$ cat src/rtl/csr_access_ctrl.sv
// csr_access_ctrl: sequences one RISC-V Zicsr instruction as a read of the CSR
// unit, an optional read-modify-write, and a held response to the pipeline.
// Optional feature: define CSR_RO_CHECK_EN to flag enabled writes to the
// read-only CSR space (addr[11:10] == 2'b11) as illegal and suppress them.
module csr_access_ctrl (
   input  logic        clk_i,
   input  logic        rst_i,
   input  logic        req_valid_i,
   output logic        req_ready_o,
   input  logic [2:0]  req_funct3_i,
   input  logic [11:0] req_addr_i,
   input  logic [4:0]  req_rs1_field_i,
   input  logic [31:0] req_rs1_data_i,
   input  logic [4:0]  req_rd_i,
   output logic        resp_valid_o,
   input  logic        resp_ready_i,
   output logic [31:0] resp_rdata_o,
   output logic [4:0]  resp_rd_o,
   output logic        resp_illegal_o,
   output logic [11:0] csr_addr_o,
   output logic [31:0] csr_data_o,
   output logic [1:0]  csr_op_o,
   output logic        csr_we_o,
   input  logic [31:0] csr_data_i
);

   localparam int DATA_W = 32;

   typedef enum logic [1:0] {IDLE, READ, WRITE, RESP} state_t;

   state_t state_q, state_d;

   // Latched instruction fields; only funct3[1:0] is kept because the
   // immediate/register choice is already folded into src_q at accept time.
   logic        [1:0]        op_q;
   logic        [11:0]       addr_q;
   logic        [4:0]        rs1_field_q;
   logic        [4:0]        rd_q;
   logic signed [DATA_W-1:0] src_q;
   logic signed [DATA_W-1:0] rdata_q;

   logic accept;
   logic wr_en;
   logic ro_hit;
   logic illegal;

   // New CSR value for the read-modify-write forms; illegal encodings yield 0.
   function automatic logic signed [DATA_W-1:0] write_value(
      input logic        [1:0]        op,
      input logic signed [DATA_W-1:0] old_val,
      input logic signed [DATA_W-1:0] src
   );
      case (op)
         2'b01:   write_value = src;
         2'b10:   write_value = old_val | src;
         2'b11:   write_value = old_val & ~src;
         default: write_value = '0;
      endcase
   endfunction

   assign accept   = (state_q == IDLE) && req_valid_i;
   assign csr_op_o = 2'b00;

   // Set/clear forms with rs1 = x0 (or zimm = 0) are pure reads.
   assign wr_en = (op_q == 2'b01) || (rs1_field_q != 5'd0);

`ifdef CSR_RO_CHECK_EN
   assign ro_hit = wr_en && (addr_q[11:10] == 2'b11);
`else
   assign ro_hit = 1'b0;
`endif

   assign illegal = (op_q == 2'b00) || ro_hit;

   // State register; reset drops any in-flight request.
   always_ff @(posedge clk_i) begin
      if (rst_i) begin
         state_q <= IDLE;
      end else begin
         state_q <= state_d;
      end
   end

   // Request capture at accept and old-value capture during READ.
   always_ff @(posedge clk_i) begin
      if (accept) begin
         op_q        <= req_funct3_i[1:0];
         addr_q      <= req_addr_i;
         rs1_field_q <= req_rs1_field_i;
         rd_q        <= req_rd_i;
         src_q       <= req_funct3_i[2] ? DATA_W'(req_rs1_field_i) : req_rs1_data_i;
      end
      if (state_q == READ) begin
         rdata_q <= csr_data_i;
      end
   end

   // Next-state and output decode; every output idles at zero outside its state.
   always_comb begin
      state_d        = state_q;
      req_ready_o    = 1'b0;
      resp_valid_o   = 1'b0;
      resp_rdata_o   = '0;
      resp_rd_o      = '0;
      resp_illegal_o = 1'b0;
      csr_addr_o     = '0;
      csr_data_o     = '0;
      csr_we_o       = 1'b0;
      case (state_q)
         IDLE: begin
            req_ready_o = 1'b1;
            if (req_valid_i) begin
               state_d = READ;
            end
         end
         READ: begin
            csr_addr_o = addr_q;
            state_d    = WRITE;
         end
         WRITE: begin
            csr_addr_o = addr_q;
            csr_data_o = write_value(op_q, rdata_q, src_q);
            // A reset arriving in this cycle cancels the commit.
            csr_we_o   = wr_en && !illegal && !rst_i;
            state_d    = RESP;
         end
         RESP: begin
            resp_valid_o   = 1'b1;
            resp_rdata_o   = rdata_q;
            resp_rd_o      = rd_q;
            resp_illegal_o = illegal;
            if (resp_ready_i) begin
               state_d = IDLE;
            end
         end
         default: state_d = IDLE;
      endcase
   end

endmodule
$ cat config.mk
export PLATFORM = sky130hd
export DESIGN_NAME = csr_access_ctrl
export DESIGN_NICKNAME = d
export VERILOG_FILES = /design/src/rtl/csr_access_ctrl.sv
export SDC_FILE = /design/constraint.sdc
export NUM_CORES = 1
export LEC_CHECK = 0
export BUFFER_PORTS_ARGS = -buffer_cell sky130_fd_sc_hd__buf_2
export CAP_MARGIN = 20
export CORE_ASPECT_RATIO = 0.5
export CORE_UTILIZATION = 47
export DETAILED_ROUTE_END_ITERATION = 10
export PLACE_DENSITY_LB_ADDON = 0.3
export SETUP_SLACK_MARGIN = 0.3
export SLEW_MARGIN = 10
export SYNTH_ARGS = -nofsm -noshare
export SYNTH_HDL_FRONTEND = slang
export SYNTH_SLANG_ARGS = --single-unit
export TNS_END_PERCENT = 50
$ cat constraint.sdc
create_clock -name clk_i -period 2.8 [get_ports clk_i]
set_input_delay 0.14 -clock clk_i [delete_from_list [all_inputs] [get_ports clk_i]]
set_output_delay 0.14 -clock clk_i [all_outputs]
set_load 0.005 [all_outputs]
==> results of run 1 <==
## synthesized netlist by cell type
master | n | share of area (%)
and2_1 | 52 | 8.2
buf_2 | 5 | 0.63
buf_4 | 5 | 0.95
clkbuf_1 | 7 | 0.66
conb_1 | 1 | 0.095
dfxtp_1 | 2 | 1.0
edfxtp_1 | 88 | 67
ha_1 | 5 | 1.6
inv_1 | 2 | 0.19
mux2_2 | 5 | 1.4
mux2i_1 | 30 | 7.6
nand2_1 | 33 | 3.1
nand2b_1 | 1 | 0.16
nand4b_1 | 1 | 0.22
nor2_1 | 3 | 0.28
nor2b_1 | 31 | 4.9
nor3_2 | 1 | 0.25
nor4b_1 | 1 | 0.22
o211ai_1 | 1 | 0.19
o21ai_0 | 2 | 0.25
o31ai_1 | 2 | 0.38
or4_1 | 1 | 0.19
or4b_1 | 2 | 0.51
xor2_1 | 1 | 0.22
## worst max-delay path, delay by kind of cell (launching register included)
family	cells	cell delay [ns]
fa+ha+maj	1	0.27
buf+inv	3	0.57
flops	1	0.36
mux	1	0.12
simple gates	1	0.40
## kinds of logic after synthesis
group | after synthesis | share of synthesized area, %
AO/OA/AOI/OAI | 5 | 0.8217
XOR/XNOR | 1 | 0.2213
adder cells (fa/ha/maj) | 5 | 1.580
buffers and inverters | 19 | 2.434
flip-flops | 90 | 67.76
multiplexers | 35 | 9.008
other | 1 | 0.09473
AND/OR/NAND/NOR | 126 | 18.08
## layer usage
| layer | vias to the layer above | global-route usage, % | share of wire [%] |
|---|---|---|---|
| met3 | 15 | 6.012 | 5.0 |
| li1 | 1445 | - | - |
| met2 | 110 | 38.76 | 51 |
| met4 | 0 | 7.122 | 1.4 |
| met1 | 1365 | 24.99 | 42 |
| met5 | - | 0 | 0 |
## cells in the final DEF, fill, tap and decap left out, types with 3 or more instances in the layout
cell type,count
nor2b_1,31
ha_1,4
clkbuf_16,9
edfxtp_1,88
dlygate4sd3_1,56
mux2i_1,30
and2_1,51
nand2_1,33
clkinvlp_4,3
buf_2,177
mux2_2,5
buf_4,3
nor2_1,3
## metrics by stage
step | setup WS (ns) | hold slack, ns | cell area [um^2]
after floorplan | 0.4284 | 0.2389 | 3963
after global routing | 0.3877 | 0.05458 | 5802
final | 0.6177 | 0.05478 | 5802
after detailed placement | 0.9440 | 0.3181 | 4946
after CTS | 0.5661 | 0.001169 | 5792
after global placement | 1.046 | 0.3167 | 4946
## timing repair
action	4_1_cts	5_1_grt
endpoints found under the hold margin	55	1
hold buffers	55	1
setup buffers	0	0
## power breakdown
group          internal, mW  switching (mW)  total (mW)
Clock                 0.687           0.482        1.17
Sequential             1.96           0.148        2.11
Combinational         0.535           0.672        1.21
Total                  3.18            1.30        4.48
## registers in the layout, summed over array words and instances (netlist names)
signal and cells:
src_q 32, rd_q 5, addr_q 12, op_q 2, rdata_q 32, state_q 2
rs1_field_q 5
## area by class of cell
cell class	instances	area, um^2
flip-flops and latches	90	2683
fillers	592	2285
repair buffers	237	1489
multi-input cells	174	1187
clock buffers	9	225.2
well taps	112	140.1
clock inverters	7	70.07
inverters	2	7.507
## path summary, 6_finish.rpt
check | start | to | slack, ns | cells past startpoint
max | state_q[0]$_SDFFE_PP0P_ | csr_data_o[28] | 0.62 | 6
min | rst_i | state_q[1]$_SDFFE_PP0P_ | 0.05 | 2
max reg2reg | state_q[1]$_SDFFE_PP0P_ | src_q[14]$_SDFFCE_PP0P_ | 1.05 | 4
min reg2reg | state_q[0]$_SDFFE_PP0P_ | state_q[0]$_SDFFE_PP0P_ | 0.60 | 2
==> impl_metrics.json, run 1 <==
{
  "place_congestion": 0.7573,
  "fin_setup_tns_ns": 0,
  "vias_per_cell": 4.651,
  "status": "finished clean",
  "stdcell_count": 631,
  "drt_pass1_iterations": 4,
  "synth_warnings": 0,
  "cts_sinks": 90,
  "finalPower_mw": 4.483,
  "path_cells": "inv_1, ha_1, nand2_1, buf_4, mux2i_1, buf_2",
  "grt-ovfl-total": 0,
  "ys_seq_elements": 90,
  "rsz0062_at_grt": "no",
  "crit_type": "flop to output port",
  "slew-limit-headroom_pct": 44.35,
  "grt_pass1_wl_um": 13810,
  "core_area_um2": 8087,
  "dp.cells": 559,
  "yosysSeqAreaShare_pct": 67.76,
  "dieArea_um2": 8816,
  "portBuffers": 177,
  "postSynthAreaPerCell_um2": 14.04,
  "final-hold-violation-count": 0,
  "ant_nets": 0,
  "h-tree-depth": 3,
  "fmax_ghz": 0.4582,
  "drv_slew": 0,
  "hold_class": "input pin to flop",
  "clkLatencyLatePin_ns": 0.33,
  "cp-end-kind": "output port",
  "cp.required_ns": 2.66,
  "die_y_um": 66.90,
  "grt_max_degree": 37,
  "postLayoutCoreUtil_pct": 71.75,
  "cts_tree": "built",
  "finalSetupViolations": 0,
  "drt_iter0_markers": 105,
  "vdd_drop_max_v": 0.0004918,
  "path_clk_slew_ns": 0.06,
  "wl_per_cell_um": 14.57,
  "powerDensity_nw_per_um2": 772.6,
  "nets": 612,
  "ctsLongestPathBuffers": 2,
  "drive_gt1_share_pct": 39.31,
  "final.setup_skew_ns": 0.003234,
  "syn-instance-count": 282,
  "ys_types": 24,
  "cpMaxStageDelayCell": "nand2_1",
  "diodes": 0,
  "leakage_nw": 2.583,
  "antenna_found_initial": 0,
  "start_util_pct": 48.96,
  "cp_max_fo": 17,
  "io_pins": 180,
  "rows": 23,
  "die_w_um": 131.8,
  "cts_root_buf": "clkbuf_16",
  "worstMarginPinSlew_ns": 0.8347,
  "drc": 0,
  "slowest_delay_ns": 0.40,
  "vias": 2935,
  "routed_wl_um": 9191,
  "grt_pass1_vias": 2833,
  "synth_area_um2": 3959,
  "hpwlAfterDp_um": 6058,
  "startpoint_type": "flop",
  "areaGrowthSynthToFinish_pct": 46.55,
  "fin_crit_sh_pct": 77.94,
  "worstPathArrival_ns": 2.04,
  "cts_made_buffers": 9,
  "grtUsageTotal_pct": 21.40,
  "post_cts_resize_count": 0,
  "max_cap_violations": 0,
  "final.min_clock_period_ns": 2.182
}
Note: power is estimated with default switching activity, not from simulation.
==> run 2, diff against run 1 <==
--- a/config.mk
+++ b/config.mk
@@ -5,10 +5,11 @@
 export SDC_FILE = /design/constraint.sdc
 export NUM_CORES = 1
 export LEC_CHECK = 0
+export ABC_AREA = 1
 export BUFFER_PORTS_ARGS = -buffer_cell sky130_fd_sc_hd__buf_2
 export CAP_MARGIN = 20
 export CORE_ASPECT_RATIO = 0.5
-export CORE_UTILIZATION = 47
+export CORE_UTILIZATION = 43
 export DETAILED_ROUTE_END_ITERATION = 10
 export PLACE_DENSITY_LB_ADDON = 0.3
 export SETUP_SLACK_MARGIN = 0.3
==> constraint.sdc (replaced) <==
create_clock -name clk_i -period 1.8 [get_ports clk_i]
set_input_delay 0.09 -clock clk_i [delete_from_list [all_inputs] [get_ports clk_i]]
set_output_delay 0.09 -clock clk_i [all_outputs]
set_load 0.005 [all_outputs]
==> impl_metrics.json, run 2 <==
{
  "hpwlAfterDp_um": 6805,
  "cts_sinks": 90,
  "seq_area_um2": 2685,
  "hold_class": "input pin to flop",
  "fin_crit_sh_pct": 91.11,
  "r2r_end": "src_q[9]$_SDFFCE_PP0P_",
  "areaGrowthSynthToFinish_pct": 54.18,
  "drt_iter0_markers": 203,
  "synth_edf_count": 88,
  "rows": 25,
  "synth_area_um2": 4265,
  "drt_pass1_iterations": 4,
  "leakage_nw": 3.414,
  "ant_nets": 0,
  "grt-ovfl-total": 0,
  "routed_wl_um": 11800,
  "clkLatencyLatePin_ns": 0.33,
  "rsz0062_at_grt": "yes",
  "mostFrequentLayoutCells": "buf_2, inv_1, edfxtp_1",
  "grtUsageTotal_pct": 21.85,
  "wl_per_cell_um": 14.37,
  "reg_top3": "rdata_q x32, src_q x32, addr_q x12",
  "cts_root_buf": "clkbuf_16",
  "drv_slew": 0,
  "yosys.area.top_type_share_pct": 61.95,
  "startpoint_type": "flop",
  "switching_share_pct": 33.20,
  "grt_pass1_vias": 3483,
  "status": "finished clean",
  "worstPathArrival_ns": 1.55,
  "grt_pass1_wl_um": 16480,
  "place_worst_setup_slack_ns": 0.3188,
  "synth_warnings": 0,
  "multiInputGateArea_um2": 1335,
  "start_util_pct": 44.71,
  "fillers": 746,
  "die_y_um": 72.43,
  "grt_max_degree": 37,
  "synth_ff_type": "edfxtp_1",
  "antenna_found_initial": 0,
  "power_frac_comb_pct": 34.9,
  "p_switching_mw": 2.677,
  "crit-reg2reg-launch": "state_q[1]$_SDFFE_PP0P_",
  "path_clk_slew_ns": 0.06,
  "io_pins": 180,
  "cp-end-kind": "output port",
  "max_cap_violations": 0,
  "postLayoutCoreUtil_pct": 68.93,
  "cp_max_fo": 8,
  "place_congestion": 0.8012,
  "vdd_drop_max_v": 0.0006353,
  "stdcell_count": 821,
  "final.min_clock_period_ns": 1.640,
  "h-tree-depth": 3,
  "synth_area_leader_cell": "edfxtp_1",
  "whs_path_depth": 3,
  "p_seq_share_pct": 41.1,
  "finalSetupViolations": 0,
  "dp.cells": 735,
  "final_common_cell": "buf_2",
  "synthTopCellsByArea": "edfxtp_1, inv_1, nor2_1",
  "final.setup_skew_ns": 0.004917,
  "crit_type": "flop to output port",
  "fmax_ghz": 0.6098,
  "cp.required_ns": 1.71,
  "powerDensity_nw_per_um2": 1226,
  "ys_seq_elements": 90,
  "synth_most_common_cell": "inv_1",
  "pwr-share-clk_pct": 23.9,
  "cts_made_buffers": 9,
  "ys_types": 20,
  "die_w_um": 142.9,
  "reg2reg_setup_slack_ns": 0.44,
  "vias_per_cell": 4.520,
  "core_area_um2": 9540,
  "synthTopCellsByCount": "inv_1, edfxtp_1, nor2_1",
  "p_int_mw": 5.386,
  "drc": 0,
  "drive_gt1_share_pct": 38.78,
  "vias": 3711,
  "worst_slack_ns": 0.1600,
  "final-hold-violation-count": 0,
  "min_to": "src_q[24]$_SDFFCE_PP0P_",
  "ctsLongestPathBuffers": 2,
  "nets": 780,
  "syn-instance-count": 433,
  "cts_tree": "built",
  "dieArea_um2": 10350,
  "synthArstFlopShare_pct": 0,
  "portBuffers": 177,
  "postSynthAreaPerCell_um2": 9.851,
  "fin_setup_tns_ns": 0,
  "yosysSeqAreaShare_pct": 62.89,
  "finalPower_mw": 8.062,
  "min-delay-start": "req_rs1_data_i[24]",
  "r2r_cells": 5,
  "diodes": 0
}
[run 2: cell count changes in the layout (fill, tap and decap cells not counted), moves of 26 or more]
cell,change
nor2b_1,-31
and2_1,-51
mux2i_1,-30
nor2_1,+64
inv_1,+109
a21oi_1,+26
[run 2: power groups by stage]
stage | logic [mW] | clock network [mW] | registers [mW]
final | 2.82 | 1.93 | 3.32
after global routing | 3.08 | 2.03 | 3.38
after CTS | 2.57 | 1.96 | 3.29
after detailed placement | 2.17 | 0 | 3.32
after global placement | 2.13 | 0 | 3.30
after floorplan | 1.32 | 0 | 3.26
[run 2: cell families after synthesis]
family / synth area share [%]
simple gates: 17.13
buf+inv: 13.11
flops: 62.89
compound gates: 3.989
mux: 1.320
fa+ha+maj: 1.467
other cells: 0.08792
[run 2: critical path, cell delays in order (launching register included)]
cell and delay, ns:
edfxtp_1 0.46, or2_4 0.39, nand2_8 0.18, nor3_1 0.06, buf_2 0.12
[run 2: layout make-up]
type / count / share of cell area, %
sequential: 90 / 40.83
timing repair buffer: 251 / 25.02
multi-input combinational: 215 / 20.30
inverter: 115 / 6.697
clock buffer: 12 / 3.596
tap: 135 / 2.568
clock inverter: 3 / 0.9893
[run 2: worst max path at each step]
stage | from | end | slack [ns] | depth (start not counted)
final | op_q[1]$_DFFE_PP_ | csr_data_o[0] | 0.16 | 4
after global routing | op_q[1]$_DFFE_PP_ | csr_data_o[15] | 0.10 | 4
after CTS | op_q[1]$_DFFE_PP_ | csr_data_o[29] | 0.21 | 4
after detailed placement | op_q[1]$_DFFE_PP_ | csr_data_o[27] | 0.32 | 4
after global placement | op_q[1]$_DFFE_PP_ | csr_data_o[2] | 0.37 | 4
after floorplan | state_q[1]$_SDFFE_PP0P_ | addr_q[0]$_DFFE_PP_ | -0.01 | 4
[run 2: layer usage]
| metal | routed length (um) | vias to the layer above | track usage (%) |
|---|---|---|---|
| met3 | 668 | 16 | 5.611 |
| met4 | 187 | 0 | 6.930 |
| li1 | - | 1845 | - |
| met5 | 0 | - | 0 |
| met1 | 4734 | 1728 | 25.21 |
| met2 | 6206 | 122 | 40.31 |
[run 2: repair_timing]
item,4_1_cts,5_1_grt
hold buffers,56,0
buffers inserted,6,3
gates cloned,4,2
setup endpoints to repair,66,51
pin swaps,5,6
hold endpoints to repair,56,0
resized for setup,24,25
[run 2: metrics by stage]
step / instance area (um^2) / hold WS, ns
after global routing: 6576 / 0.03231
after floorplan: 4290 / 0.1889
final: 6576 / 0.03811
after global placement: 5300 / 0.2662
after CTS: 6382 / 0.02697
after detailed placement: 5300 / 0.2681
==> run 3, diff against run 2 <==
--- a/config.mk
+++ b/config.mk
@@ -10,6 +10,7 @@
 export CAP_MARGIN = 20
 export CORE_ASPECT_RATIO = 0.5
 export CORE_UTILIZATION = 43
+export CTS_BUF_LIST = sky130_fd_sc_hd__clkbuf_8 sky130_fd_sc_hd__clkbuf_16
 export DETAILED_ROUTE_END_ITERATION = 10
 export PLACE_DENSITY_LB_ADDON = 0.3
 export SETUP_SLACK_MARGIN = 0.3
==> impl_metrics.json, run 3 (synthesis gave the netlist of run 2 again) <==
{
  "status": "finished clean",
  "drt_iter0_markers": 217,
  "mostFrequentLayoutCells": "buf_2, inv_1, edfxtp_1",
  "crit_type": "flop to output port",
  "portBuffers": 177,
  "grt_pass1_vias": 3483,
  "vias": 3721,
  "routed_wl_um": 11820,
  "cts_tree": "built",
  "grt_pass1_wl_um": 16480,
  "placed_area_um2": 5300,
  "cts_root_buf": "clkbuf_16",
  "max_cap_violations": 0,
  "hpwlAfterDp_um": 6805,
  "power_frac_comb_pct": 35.0,
  "slowest_delay_ns": 0.46,
  "cts_sinks": 90,
  "h-tree-depth": 3,
  "final.min_clock_period_ns": 1.643,
  "p_seq_share_pct": 41.2,
  "wl_per_cell_um": 14.40,
  "place_worst_setup_slack_ns": 0.3188,
  "clkLatencyLatePin_ns": 0.33,
  "finalSetupViolations": 0,
  "hold_class": "input pin to flop",
  "vias_per_cell": 4.532,
  "diodes": 0,
  "cts_made_buffers": 9,
  "path_cells": "or2_4, nand2_8, nor3_2, buf_2",
  "final.setup_skew_ns": 0.005393,
  "rows": 25,
  "drc": 0,
  "rsz0062_at_grt": "yes",
  "reg_top3": "rdata_q x32, src_q x32, addr_q x12",
  "start_util_pct": 44.71,
  "fin_crit_sh_pct": 91.30,
  "p_int_mw": 5.369,
  "vdd_drop_max_v": 0.0006340,
  "drive_gt1_share_pct": 38.78,
  "drv_slew": 0,
  "worstPathArrival_ns": 1.55,
  "path_clk_slew_ns": 0.06,
  "nets": 780,
  "areaGrowthSynthToFinish_pct": 54.18,
  "place_congestion": 0.8012,
  "final-hold-violation-count": 0,
  "design_area_um2": 6576,
  "switching_share_pct": 33.31,
  "p_switching_mw": 2.681,
  "ant_nets": 0,
  "cp.required_ns": 1.71,
  "core_area_um2": 9540,
  "drt_pass1_iterations": 4,
  "ctsLongestPathBuffers": 2,
  "cp_max_fo": 8,
  "powerDensity_nw_per_um2": 1224,
  "worst_slack_ns": 0.1565,
  "die_w_um": 142.9,
  "pwr-share-clk_pct": 23.8,
  "grtUsageTotal_pct": 21.85,
  "io_pins": 180,
  "cpMaxStageDelayCell": "edfxtp_1",
  "dieArea_um2": 10350,
  "startpoint_type": "flop",
  "cp-end-kind": "output port",
  "antenna_found_initial": 0,
  "die_y_um": 72.43,
  "fin_setup_tns_ns": 0,
  "final_common_cell": "buf_2",
  "leakage_nw": 3.426,
  "grt-ovfl-total": 0,
  "fmax_ghz": 0.6085,
  "grt_max_degree": 37
}
run 3: cell types whose count changed in the layout (fill, tap and decap cells not counted):
cell      delta
clkbuf_1     -3
inv_1        +3
run 3: layout make-up:
class | instances | area, um^2
Clock inverter | 6 | 76.32
Inverter | 115 | 440.4
Timing Repair Buffer | 251 | 1645
Sequential cell | 90 | 2685
Fill cell | 746 | 2964
Clock buffer | 9 | 225.2
Tap cell | 135 | 168.9
Multi-Input combinational cell | 215 | 1335
run 3: through the flow:
step / std cells / total power [mW] / hold WS, ns / util [%]
after floorplan: 434 / 4.587 / 0.1889 / -
after global placement: 735 / 5.431 / 0.2662 / 55.55
after detailed placement: 735 / 5.487 / 0.2681 / 55.55
after CTS: 816 / 7.806 / 0.02697 / 66.90
after global routing: 821 / 8.473 / 0.03204 / 68.93
final: 821 / 8.050 / 0.03705 / 68.93
run 3: worst paths after layout:
kind,startpoint,to,slack (ns),cells after the start
setup / recovery,op_q[1]$_DFFE_PP_,csr_data_o[15],0.16,4
hold / removal,req_rs1_data_i[24],src_q[24]$_SDFFCE_PP0P_,0.04,3
setup reg to reg,state_q[1]$_SDFFE_PP0P_,src_q[9]$_SDFFCE_PP0P_,0.43,5
hold reg to reg,state_q[0]$_SDFFE_PP0P_,state_q[0]$_SDFFE_PP0P_,0.56,2
run 3: what timing repair did:
action | 4_1_cts | 5_1_grt
hold buffers | 56 | 0
buffers inserted | 6 | 3
endpoints found under the setup margin | 66 | 51
gates cloned | 4 | 2
gates resized for setup | 24 | 25
pin swaps | 5 | 6
endpoints found under the hold margin | 56 | 0
run 3: worst max-delay path: cells and delay by family (launching register included):
family,cells,cell delay (ns)
buffers and inverters,1,0.12
DFF,1,0.46
and+or+nand+nor,3,0.63
run 3: metal layers:
layer | vias to the layer above | GRT usage, % | share of wire (%)
met2 | 119 | 40.31 | 53
met4 | 0 | 6.930 | 1.6
met3 | 16 | 5.611 | 5.1
met5 | - | 0 | 0
met1 | 1741 | 25.21 | 41
li1 | 1845 | - | -
run 3: power groups by stage:
| stage | Sequential, mW | Clock (mW) | Combinational, mW |
|---|---|---|---|
| 3_3_place_gp | 3.30 | 0 | 2.13 |
| 5_1_grt | 3.38 | 2.01 | 3.08 |
| 6_report | 3.32 | 1.91 | 2.82 |
| 4_1_cts | 3.29 | 1.95 | 2.57 |
| 3_5_place_dp | 3.32 | 0 | 2.17 |
| 2_1_floorplan | 3.26 | 0 | 1.32 |
